## src/rtl/disp_arbiter.sv

```systemverilog
// disp_arbiter: four-way round-robin display arbiter with serial binary-to-BCD conversion.
// Optional leading-zero blanking is enabled by defining DISP_LZB_EN; the default build
// commits plain BCD digits.
module disp_arbiter #(
    parameter int unsigned DWELL_CYCLES = 100000000
) (
    input  logic        clk_100mhz,
    input  logic        reset,
    input  logic [3:0]  req,
    input  logic [63:0] data_flat,
    output logic [3:0]  grant,
    output logic        busy,
    output logic [15:0] bcd,
    output logic [1:0]  src_id,
    output logic        overflow,
    output logic        bcd_valid
);

    localparam int unsigned DW = (DWELL_CYCLES > 1) ? $clog2(DWELL_CYCLES) : 1;
    localparam logic [DW-1:0] DWELL_LAST = DW'(DWELL_CYCLES - 1);
    localparam logic [15:0] SAT_VAL = 16'd9999;
    localparam logic [4:0] LAST_ITER = 5'd16;

    typedef enum logic [1:0] {IDLE, CONVERT, SHOW} state_t;

    state_t        state_q;
    logic [1:0]    ptr_q;
    logic [15:0]   bin_q;
    logic [15:0]   acc_q;
    logic [4:0]    iter_q;
    logic          ovf_pend_q;
    logic [1:0]    src_pend_q;
    logic [DW-1:0] dwell_q;
    logic [3:0]    grant_q;
    logic          busy_q;
    logic [15:0]   bcd_q;
    logic [1:0]    src_q;
    logic          ovf_q;
    logic          valid_q;

    logic          sel_hit;
    logic [1:0]    sel_idx;
    logic [1:0]    cand_idx;
    logic [15:0]   sel_raw;
    logic [15:0]   sel_val;
    logic          sel_ovf;
    logic          launch;
    logic          dwell_done;
    logic [15:0]   acc_adj;
    logic [15:0]   acc_d;
    logic [15:0]   commit_bcd;

    // Round-robin pick: first requester at or after the pointer, searched modulo 4.
    always_comb begin
        sel_hit  = 1'b0;
        sel_idx  = ptr_q;
        cand_idx = '0;
        for (int k = 3; k >= 0; k--) begin
            cand_idx = ptr_q + 2'(k);
            if (req[cand_idx]) begin
                sel_hit = 1'b1;
                sel_idx = cand_idx;
            end
        end
    end

    // Capture value of the selected requester, saturated to the four-digit range.
    always_comb begin
        sel_raw = data_flat[{sel_idx, 4'b0000} +: 16];
        sel_ovf = (sel_raw > SAT_VAL);
        sel_val = sel_ovf ? SAT_VAL : sel_raw;
    end

    // The final dwell edge doubles as the idle arbitration point, so a held request
    // is re-granted with no dead cycle between passes.
    always_comb begin
        dwell_done = (state_q == SHOW) && (dwell_q == DWELL_LAST);
        launch     = sel_hit && ((state_q == IDLE) || dwell_done);
    end

    // One shift-add-3 step: correct digits >= 5, then shift in the next binary MSB.
    always_comb begin
        acc_adj = acc_q;
        for (int d = 0; d < 4; d++) begin
            if (acc_q[4*d +: 4] >= 4'd5) begin
                acc_adj[4*d +: 4] = acc_q[4*d +: 4] + 4'd3;
            end
        end
        acc_d = {acc_adj[14:0], bin_q[15]};
    end

`ifdef DISP_LZB_EN
    // Blank leading zero digits above the units digit.
    always_comb begin
        commit_bcd = acc_q;
        if (acc_q[15:12] == 4'd0) begin
            commit_bcd[15:12] = 4'hF;
            if (acc_q[11:8] == 4'd0) begin
                commit_bcd[11:8] = 4'hF;
                if (acc_q[7:4] == 4'd0) begin
                    commit_bcd[7:4] = 4'hF;
                end
            end
        end
    end
`else
    // Plain BCD, leading zeros kept.
    always_comb begin
        commit_bcd = acc_q;
    end
`endif

    // Arbitration / conversion / dwell state machine with registered outputs.
    always_ff @(posedge clk_100mhz or posedge reset) begin
        if (reset) begin
            state_q    <= IDLE;
            ptr_q      <= '0;
            bin_q      <= '0;
            acc_q      <= '0;
            iter_q     <= '0;
            ovf_pend_q <= 1'b0;
            src_pend_q <= '0;
            dwell_q    <= '0;
            grant_q    <= '0;
            busy_q     <= 1'b0;
            bcd_q      <= '0;
            src_q      <= '0;
            ovf_q      <= 1'b0;
            valid_q    <= 1'b0;
        end else begin
            grant_q <= '0;
            if (launch) begin
                grant_q    <= 4'(1) << sel_idx;
                ptr_q      <= sel_idx + 2'd1;
                bin_q      <= sel_val;
                acc_q      <= '0;
                iter_q     <= '0;
                ovf_pend_q <= sel_ovf;
                src_pend_q <= sel_idx;
                busy_q     <= 1'b1;
                state_q    <= CONVERT;
            end else begin
                case (state_q)
                    CONVERT: begin
                        if (iter_q == LAST_ITER) begin
                            bcd_q   <= commit_bcd;
                            src_q   <= src_pend_q;
                            ovf_q   <= ovf_pend_q;
                            valid_q <= 1'b1;
                            dwell_q <= '0;
                            state_q <= SHOW;
                        end else begin
                            acc_q  <= acc_d;
                            bin_q  <= {bin_q[14:0], 1'b0};
                            iter_q <= iter_q + 5'd1;
                        end
                    end
                    SHOW: begin
                        if (dwell_done) begin
                            busy_q  <= 1'b0;
                            state_q <= IDLE;
                        end else begin
                            dwell_q <= dwell_q + DW'(1);
                        end
                    end
                    default: state_q <= IDLE;
                endcase
            end
        end
    end

    assign grant     = grant_q;
    assign busy      = busy_q;
    assign bcd       = bcd_q;
    assign src_id    = src_q;
    assign overflow  = ovf_q;
    assign bcd_valid = valid_q;

endmodule

```

## config.mk

```make
export PLATFORM = sky130hd
export DESIGN_NAME = disp_arbiter
export DESIGN_NICKNAME = d
export VERILOG_FILES = /design/src/rtl/disp_arbiter.sv
export SDC_FILE = /design/constraint.sdc
export NUM_CORES = 1
export LEC_CHECK = 0
export BUFFER_PORTS_ARGS = -buffer_cell sky130_fd_sc_hd__buf_4
export CORE_MARGIN = 4
export CORE_UTILIZATION = 39
export DETAILED_ROUTE_END_ITERATION = 10
export HOLD_SLACK_MARGIN = 0.06
export PLACE_DENSITY = 0.72
export SYNTH_ARGS = -nofsm -noshare
export SYNTH_HDL_FRONTEND = slang
export SYNTH_SLANG_ARGS = --single-unit
```

## constraint.sdc

```tcl
create_clock -name clk_100mhz -period 4.3 [get_ports clk_100mhz]
set_input_delay 0.86 -clock clk_100mhz [delete_from_list [all_inputs] [get_ports clk_100mhz]]
set_output_delay 0.86 -clock clk_100mhz [all_outputs]
set_load 0.005 [all_outputs]
```

==> impl_metrics.json, run 1 <==
{
  "status": "finished, final reports clean",
  "stdcell_area_sq_um": 6290,
  "layout_worst_path_cycle_share": 0.782,
  "setup_violations": 0,
  "p_int_uw": 2470,
  "cts_resized": 0,
  "grt_usage": 0.160,
  "tightestPinTransition_ns": 1.12,
  "synth-seq-area-share": 0.475,
  "worstPathArrival_ns": 3.56,
  "crit_slowest_cell": "or4_1",
  "antenna_found_initial": 0,
  "yosysMostFrequentCell": "dfrtp_1",
  "hold_buffers": 0,
  "slowest_delay_ns": 0.57,
  "skew_ns": 0.00544,
  "yosysTopAreaCell": "dfrtp_1",
  "synth_area_sq_um": 5060,
  "synthFlopType": "dfrtp_1",
  "synth_common_cells": "dfrtp_1 (96), nand2_1 (59), nor2_1 (53)",
  "synth_edf_count": 0,
  "die_area_sq_um": 14900,
  "slew_violations": 0,
  "netlist.area_leader.share": 0.475,
  "grt_max_degree": 76,
  "max_cap_violations": 0,
  "cp_max_fo": 13,
  "crit_buf_inv": 0,
  "postSynthCellCount": 530,
  "drtIter0Drc": 201,
  "htreeDepth": 3,
  "cts_setup_buffers": 0,
  "cts_tree": "yes",
  "fin_crit_ns": 3.36,
  "hold_viol": 0,
  "nets": 703,
  "hold_class": "flop to flop",
  "dp_hpwl_microns": 7970,
  "cp_cell_sequence": "or4_1 -> or3_1 -> or4_4 -> a21oi_4 -> o311ai_1 -> o21bai_1 -> a21oi_1 -> a22oi_1",
  "max_clock_freq_mhz": 298,
  "n_fill_cell": 1176,
  "critPathKind": "flop to flop",
  "netlist-cell-type-count": 53,
  "rsz0062_at_grt": "no",
  "area_delta_synth_final_pct": 24.4,
  "synth_area_leaders": "dfrtp_1 (48%), mux2_2 (5.1%), a21oi_1 (4.7%), nand2_1 (4.4%), nor2_1 (3.9%)",
  "grt-ovfl-total": 0,
  "totalWireLength_microns": 11500,
  "comb_power_share": 0.407,
  "ir_worst_vdd_mv": 0.261,
  "drc": 0,
  "start_kind": "flop",
  "p_clk_frac": 0.232,
  "die_y_microns": 122,
  "core_area_sq_um": 12700,
  "synthesis.nets": 615,
  "maxSlewHeadroom": 0.249,
  "async_reset_ff_frac": 1.00,
  "sw_frac_of_total": 0.360,
  "place_area_sq_um": 5950,
  "die_w_microns": 122,
  "cts_buffers": 9,
  "leakage_uw": 0.00293,
  "cts.sinks": 96,
  "io_buffers": 94,
  "p_sw_uw": 1390,
  "wl_per_cell_microns": 14.5,
  "routed_via_density": 5.32,
  "ys_warn_count": 0,
  "clock_path_buffers": 2,
  "dr.pass1.iters": 4,
  "whs_ns": 0.477,
  "path_clk_slew_ns": 0.07,
  "io_pins": 95,
  "rows": 41,
  "num_antenna_cells": 0,
  "ant_nets": 0,
  "ys_ff_latch": 96,
  "drive_above_1_share": 0.236,
  "clk_latency_ns": 0.33,
  "grt_pass1_vias": 4252,
  "avgSynthCellArea_sq_um": 9.54,
  "fin_tns_setup_ns": 0,
  "cts_root_buf": "clkbuf_16",
  "num_vias": 4226,
  "p_seq_frac": 0.361,
  "gp_congestion": 0.784,
  "cp_top_family": "simple AND/OR/NAND/NOR gates",
  "start_util": 0.399,
  "power_density_nw_per_um2": 615,
  "grt_pass1_wl_microns": 19500,
  "required_ns": 4.49,
  "cp-end-kind": "flop"
}
-- layout by cell type, fill, tap and decap left out, types with 2 or more instances in the layout --
| cell type | netlist | final |
|---|---|---|
| a211o_1 | 4 | 4 |
| a211oi_1 | 3 | 3 |
| a21oi_1 | 47 | 47 |
| a22o_1 | 10 | 10 |
| a22oi_1 | 4 | 4 |
| a32o_1 | 4 | 4 |
| and2_1 | 7 | 7 |
| and3_1 | 6 | 6 |
| buf_4 | 0 | 101 |
| bufinv_16 | 0 | 3 |
| clkbuf_16 | 0 | 9 |
| clkinv_2 | 0 | 2 |
| dfrtp_1 | 96 | 96 |
| ha_1 | 15 | 15 |
| inv_1 | 16 | 15 |
| mux2_2 | 23 | 23 |
| mux2i_1 | 3 | 3 |
| nand2_1 | 59 | 59 |
| nand2b_1 | 8 | 8 |
| nand3_1 | 12 | 12 |
| nand4_1 | 9 | 9 |
| nor2_1 | 53 | 52 |
| nor2b_1 | 6 | 6 |
| nor3_1 | 8 | 8 |
| nor3b_1 | 3 | 3 |
| nor4_1 | 4 | 4 |
| nor4b_1 | 4 | 4 |
| o21a_1 | 4 | 4 |
| o21ai_0 | 20 | 20 |
| o21ai_1 | 4 | 4 |
| o22ai_1 | 13 | 13 |
| o31ai_1 | 7 | 7 |
| or2_2 | 2 | 2 |
| or3_1 | 5 | 5 |
| or4_1 | 2 | 2 |
| xnor2_1 | 10 | 10 |
| xor2_1 | 18 | 18 |
-- power groups by stage --
stage               combinational [uW]  clock, uW  sequential [uW]
detailed placement                1570          0             1410
finish                            1570        898             1400
CTS                               1590        911             1400
floorplan                         1140          0             1350
global route                      1780        946             1430
global placement                  1510          0             1400
-- through the flow --
step	total power [uW]	util	worst slack, ns	std cells
3_3_place_gp	2910	0.470	0.780	779
2_1_floorplan	2490	-	0.935	530
3_5_place_dp	2980	0.470	0.692	779
6_report	3870	0.496	0.939	795
5_1_grt	4160	0.496	0.617	795
4_1_cts	3900	0.496	0.927	795
-- routing by layer --
layer | global-route usage | part of all wire | wire [microns]
met1 | 0.206 | 0.45 | 5160
met2 | 0.278 | 0.51 | 5860
met3 | 0.0237 | 0.036 | 419
met4 | 0.0497 | 0.0053 | 61
met5 | 0 | 0 | 0
-- path summary, 6_finish.rpt --
check	endpoint	start	slack, ns	depth (start not counted)
worst max register to register	bin_q[3]	dwell_q[10]	0.94	8
min in group asynchronous	dwell_q[23]	reset	0.74	2
worst min register to register	bcd_valid	bcd_valid	0.48	1
worst max-delay path	bin_q[3]	dwell_q[10]	0.94	8
worst min-delay path	bcd_valid	bcd_valid	0.48	1
max in group asynchronous	grant[3]	reset	2.71	3
-- kinds of logic (layout without fill, tap and decap cells) --
logic type,count (synthesis),in the layout,share of synthesized area
muxes,26,26,0.0572
DFF,96,96,0.475
buffers and inverters,40,133,0.0302
xor gates and xnor gates,28,28,0.0485
and+or+nand+nor,196,196,0.190
adders and majority gates,15,15,0.0371
AOI/OAI and AO/OA,129,129,0.162
-- sequential cells by signal, indices dropped and copies added, names as in the netlist --
name	flops
ovf_pend_q	1
acc_q	16
busy	1
ptr_q	2
bcd	16
bin_q	16
overflow	1
src_pend_q	2
state_q	2
dwell_q	27
iter_q	5
bcd_valid	1
grant	4
src_id	2
-- final cells by class --
class | instances | area (sq um) | area share
clock buffer | 10 | 229 | 0.0364
clock inverter | 6 | 108 | 0.0171
tap | 172 | 215 | 0.0342
inverter | 16 | 62.6 | 0.00994
multi-input combinational | 394 | 2520 | 0.400
timing repair buffer | 101 | 758 | 0.121
sequential | 96 | 2400 | 0.382
No activity file was read; power rests on OpenSTA's default activity.
==> run 2: changes to the inputs <==
- PLACE_DENSITY: 0.72 -> 0.74
- clock period: 4.3 -> 2.8 ns (I/O delays scaled with it)
==> run 2 against run 1 <==
Effect of this change:
- combinational power up 71%
- die area stayed put
- non-clock buffer count rose by 27
- clock power grew 33%
- critical path depth unchanged
- first-iteration DRC count grew 12%
- the flow now finishes with violations (setup timing)
- total power increased by 55%
- count of clock-buffer cells in the layout down 1
- critical path type unchanged
- sequential power grew 54%
==> impl_metrics.json, run 2 (synthesis results as in run 1) <==
{
  "status": "finished with violations",
  "violations": "setup timing",
  "die_y_microns": 122,
  "grt-ovfl-total": 0,
  "drc": 0,
  "cp_max_fo": 4,
  "leakage_uw": 0.00306,
  "dp_slack_ns": -0.0433,
  "cp_cell_sequence": "or4_4 -> or3_1 -> or4_4 -> a21oi_4 -> o311ai_4 -> o21bai_4 -> or2_4 -> o21ai_1",
  "grt_pass1_wl_microns": 19900,
  "grt_usage": 0.163,
  "ff2ff_path_depth": 8,
  "layout_worst_path_cycle_share": 1.01,
  "path_clk_slew_ns": 0.08,
  "required_ns": 3.08,
  "worstPathArrival_ns": 3.10,
  "slew_violations": 0,
  "mostFrequentLayoutCells": "buf_4 (126), dfrtp_1 (96), nand2_1 (59)",
  "skew_ns": 0.0122,
  "nets": 730,
  "largest_reg_flops": 27,
  "r2r_setup_slack_ns": -0.02,
  "clock_path_buffers": 2,
  "fin_crit_ns": 2.82,
  "cts_root_buf": "clkbuf_16",
  "grt_pass1_vias": 4382,
  "setup_violations": 2,
  "hold_class": "input port to asynchronous set/reset pin",
  "power_density_nw_per_um2": 916,
  "cp-end-kind": "flop",
  "num_vias": 4258,
  "dr.pass1.iters": 4,
  "max_cap_violations": 0,
  "antenna_found_initial": 0,
  "tightestPinTransition_ns": 0.684,
  "cts_buffers": 9,
  "utilization": 0.518,
  "die_area_sq_um": 14900,
  "place_area_sq_um": 6190,
  "ant_nets": 0,
  "totalWireLength_microns": 11900,
  "num_antenna_cells": 0,
  "wl_per_cell_microns": 14.4,
  "critPathLaunch": "dwell_q[17]",
  "maxSlewHeadroom": 0.543,
  "cts_tree": "yes",
  "stdcell_area_sq_um": 6560,
  "routed_via_density": 5.18,
  "drtIter0Drc": 225,
  "rows": 41,
  "setup_ws_ns": -0.0162,
  "grt_max_degree": 51,
  "core_area_sq_um": 12700,
  "hold_viol": 0,
  "clk_latency_ns": 0.35,
  "path_common_cell": "or4_4",
  "start_kind": "flop",
  "io_pins": 95,
  "dp_hpwl_microns": 8540,
  "layout_commonest_cell": "buf_4",
  "r2r_end": "bin_q[6]",
  "drive_above_1_share": 0.294,
  "top_register": "dwell_q",
  "area_delta_synth_final_pct": 29.7,
  "whs_ns": 0.180,
  "cts.sinks": 96,
  "n_fill_cell": 1129,
  "start_util": 0.399,
  "die_w_microns": 122,
  "rsz0062_at_grt": "yes",
  "htreeDepth": 3,
  "crit-reg2reg-launch": "dwell_q[17]",
  "max_clock_freq_mhz": 355,
  "io_buffers": 94,
  "slowest_delay_ns": 0.57,
  "hold_buffers": 0,
  "gp_congestion": 0.896,
  "crit_slowest_cell": "or4_4",
  "ir_worst_vdd_mv": 0.404,
  "critPathKind": "flop to flop"
}
-- run 2: how the worst max path moves through the flow --
| stage | end | slack (ns) | cells past startpoint |
|---|---|---|---|
| CTS | bin_q[5] | -0.04 | 8 |
| detailed placement | bin_q[5] | -0.04 | 8 |
| finish | bin_q[6] | -0.02 | 8 |
| global route | bin_q[5] | -0.10 | 8 |
| global placement | bin_q[6] | 0.03 | 8 |
| floorplan | acc_q[15] | -0.03 | 9 |
-- run 2: layout make-up --
type                    count  area (sq um)  share of cell area
clock inverters             7          60.1             0.00916
inverters                  16          63.8             0.00973
flip-flops and latches     96          2400               0.366
multi-input cells         394          2610               0.397
well taps                 172           215              0.0328
clock buffers               9           225              0.0343
repair buffers            128           986               0.150
-- run 2: metal layers --
layer,GRT usage,part of all wire
met3,0.0316,0.034
met1,0.206,0.44
met4,0.0518,0.016
met5,0,0
met2,0.280,0.51
-- run 2: repair_timing --
| item | CTS | global route |
|---|---|---|
| gates resized for setup | 3 | 13 |
| pin swaps | 1 | 10 |
| endpoints found under the setup margin | 5 | 22 |
| hold endpoints to repair | 0 | 0 |
| setup buffers | 1 | 1 |
-- run 2: report_power, final --
part / switching (uW) / internal (uW)
clock: 565 / 620
combinational: 1400 / 1270
sequential: 335 / 1820
-- run 2: stage by stage --
stage               power [uW]  instances  TNS, ns
CTS                       5970        821   -0.164
detailed placement        4750        804   -0.137
global route              6510        822   -0.684
global placement          4600        804        0
floorplan                 3850        530   -0.153
finish                    6010        822  -0.0278
-- run 2: worst max-delay path: cells and delay by family (launching register included) --
family / cells / cell delay [ns]
DFF: 1 / 0.38
AOI/OAI and AO/OA: 4 / 0.70
and+or+nand+nor: 4 / 1.68
==> run 3: changes to the inputs <==
- CORE_UTILIZATION: 39 -> 50
- PLACE_DENSITY: 0.74 -> 0.85
- clock period: 2.8 -> 2.7 ns (I/O delays scaled with it)
==> run 3 against run 2 <==
Effect of this change:
- total power is 0.28% lower
- clock power is 30% lower
- non-clock buffer count is 12 higher
- sequential power is 4% higher
- the flow still finishes with violations (setup timing)
- critical path type unchanged
- largest power group unchanged
- register-to-register slack worse by 0.12 ns
- sequential share of layout area is 0.25 points higher
- die area is 21% lower
==> impl_metrics.json, run 3 (synthesis results as in run 1) <==
{
  "status": "finished with violations",
  "violations": "setup timing",
  "leakage_uw": 0.00307,
  "stdcell_area_sq_um": 6520,
  "dp_slack_ns": -0.189,
  "hold_class": "input port to asynchronous set/reset pin",
  "ir_worst_vdd_mv": 0.534,
  "grt-ovfl-total": 0,
  "dr.pass1.iters": 4,
  "cp_max_fo": 4,
  "crit_slowest_cell": "or4_4",
  "dp.cells": 774,
  "crit-reg2reg-launch": "dwell_q[9]",
  "required_ns": 2.99,
  "setup_violations": 34,
  "nets": 742,
  "max_cap_violations": 0,
  "crit_buf_inv": 0,
  "max_clock_freq_mhz": 353,
  "fin_cells": 795,
  "clock_path_buffers": 2,
  "rows": 36,
  "die_area_sq_um": 11800,
  "grt_usage": 0.209,
  "cts_tree": "yes",
  "grt.met1_usage": 0.258,
  "cp_cell_sequence": "or4_4 -> or3_1 -> or4_4 -> a21oi_4 -> o311ai_4 -> o21bai_4 -> or2_4 -> o21ai_1",
  "cp-end-kind": "flop",
  "num_vias": 4383,
  "critPathKind": "flop to flop",
  "path_clk_slew_ns": 0.09,
  "power_density_nw_per_um2": 920,
  "clk_latency_ns": 0.36,
  "wl_per_cell_microns": 14.9,
  "drive_above_1_share": 0.304,
  "routed_via_density": 5.51,
  "tightestPinTransition_ns": 0.732,
  "cts.sinks": 96,
  "path_common_cell": "or4_4",
  "regArea_sq_um": 2400,
  "fin_crit_ns": 2.83,
  "grt_pass1_wl_microns": 19900,
  "cts_buffers": 9,
  "slew_violations": 0,
  "rsz0062_at_grt": "yes",
  "die_y_microns": 109,
  "dp_hpwl_microns": 8780,
  "critPathLaunch": "dwell_q[9]",
  "setup_ws_ns": -0.131,
  "drc": 0,
  "num_antenna_cells": 0,
  "worstPathArrival_ns": 3.12,
  "n_fill_cell": 766,
  "start_util": 0.515,
  "totalWireLength_microns": 11800,
  "die_w_microns": 109,
  "htreeDepth": 3,
  "io_pins": 95,
  "cp_top_family": "simple AND/OR/NAND/NOR gates",
  "gp_congestion": 0.833,
  "core_area_sq_um": 9820,
  "multi_input_area_sq_um": 2610,
  "top_usage_layer": "met2",
  "cts_root_buf": "clkbuf_8",
  "grt_use_met3": 0.0525,
  "grt_max_degree": 97,
  "maxSlewHeadroom": 0.506,
  "mostFrequentLayoutCells": "buf_4 (135), dfrtp_1 (96), nand2_1 (59)",
  "slowest_delay_ns": 0.55,
  "antenna_found_initial": 0,
  "grt_pass1_vias": 4441,
  "layout_worst_path_cycle_share": 1.05,
  "ant_nets": 0,
  "place_area_sq_um": 6240,
  "area_delta_synth_final_pct": 28.8,
  "use_met2": 0.357,
  "hold_viol": 0,
  "top_register": "dwell_q",
  "hold_buffers": 0,
  "drtIter0Drc": 238,
  "start_kind": "flop",
  "layout_commonest_cell": "buf_4",
  "io_buffers": 94,
  "r2r_setup_slack_ns": -0.13,
  "largest_reg_flops": 27,
  "skew_ns": 0.0116
}
==> run 3: stage by stage <==
step	utilization	TNS, ns	total power, uW	hold slack (ns)
3_3_place_gp	0.635	-0.834	4870	0.455
3_5_place_dp	0.635	-2.81	5060	0.472
4_1_cts	0.658	-2.27	5960	0.328
6_report	0.663	-1.90	6000	0.304
2_1_floorplan	-	-1.04	4000	0.448
5_1_grt	0.663	-4.87	6460	0.350
==> run 3: path summary, 6_finish.rpt <==
| check | to | depth (start not counted) |
|---|---|---|
| setup / recovery | bin_q[5] | 8 |
| hold / removal | dwell_q[1] | 3 |
| setup reg to reg | bin_q[5] | 8 |
| hold reg to reg | bcd_valid | 1 |
| max in group asynchronous | acc_q[14] | 3 |
| min in group clk_100mhz | bcd_valid | 1 |
==> run 3: report_power, final <==
part           leakage (uW)  internal (uW)  switching (uW)  total [uW]
logic               0.00174           1430            1500        2930
registers           0.00124           1880             351        2230
clock network     0.0000834            359             475         834
total               0.00307           3670            2320        6000
==> run 3: metal layers <==
| metal | share of wire | wire length (microns) |
|---|---|---|
| met4 | 0.014 | 167 |
| met3 | 0.042 | 493 |
| met5 | 0 | 0 |
| met2 | 0.52 | 6160 |
| met1 | 0.42 | 5000 |
==> run 3: timing repair <==
action | 4_1_cts | 5_1_grt
hold endpoints to repair | 0 | 0
resized for setup | 10 | 8
setup buffers | 3 | 2
pin swaps | 1 | 2
endpoints found under the setup margin | 36 | 41
==> run 3: cell type report <==
cell class,instances,area share
repair buffers,140,0.170
multi-input cells,394,0.401
flip-flops and latches,96,0.369
inverters,16,0.00979
clock buffers,13,0.0229
well taps,133,0.0255
clock inverters,3,0.00269
==> run 3: worst reg2reg max path: cells and delay by family, from the launching register on <==
kind,cells,cell delay (ns)
AOI/OAI and AO/OA,4,0.67
DFF,1,0.39
and+or+nand+nor,4,1.70
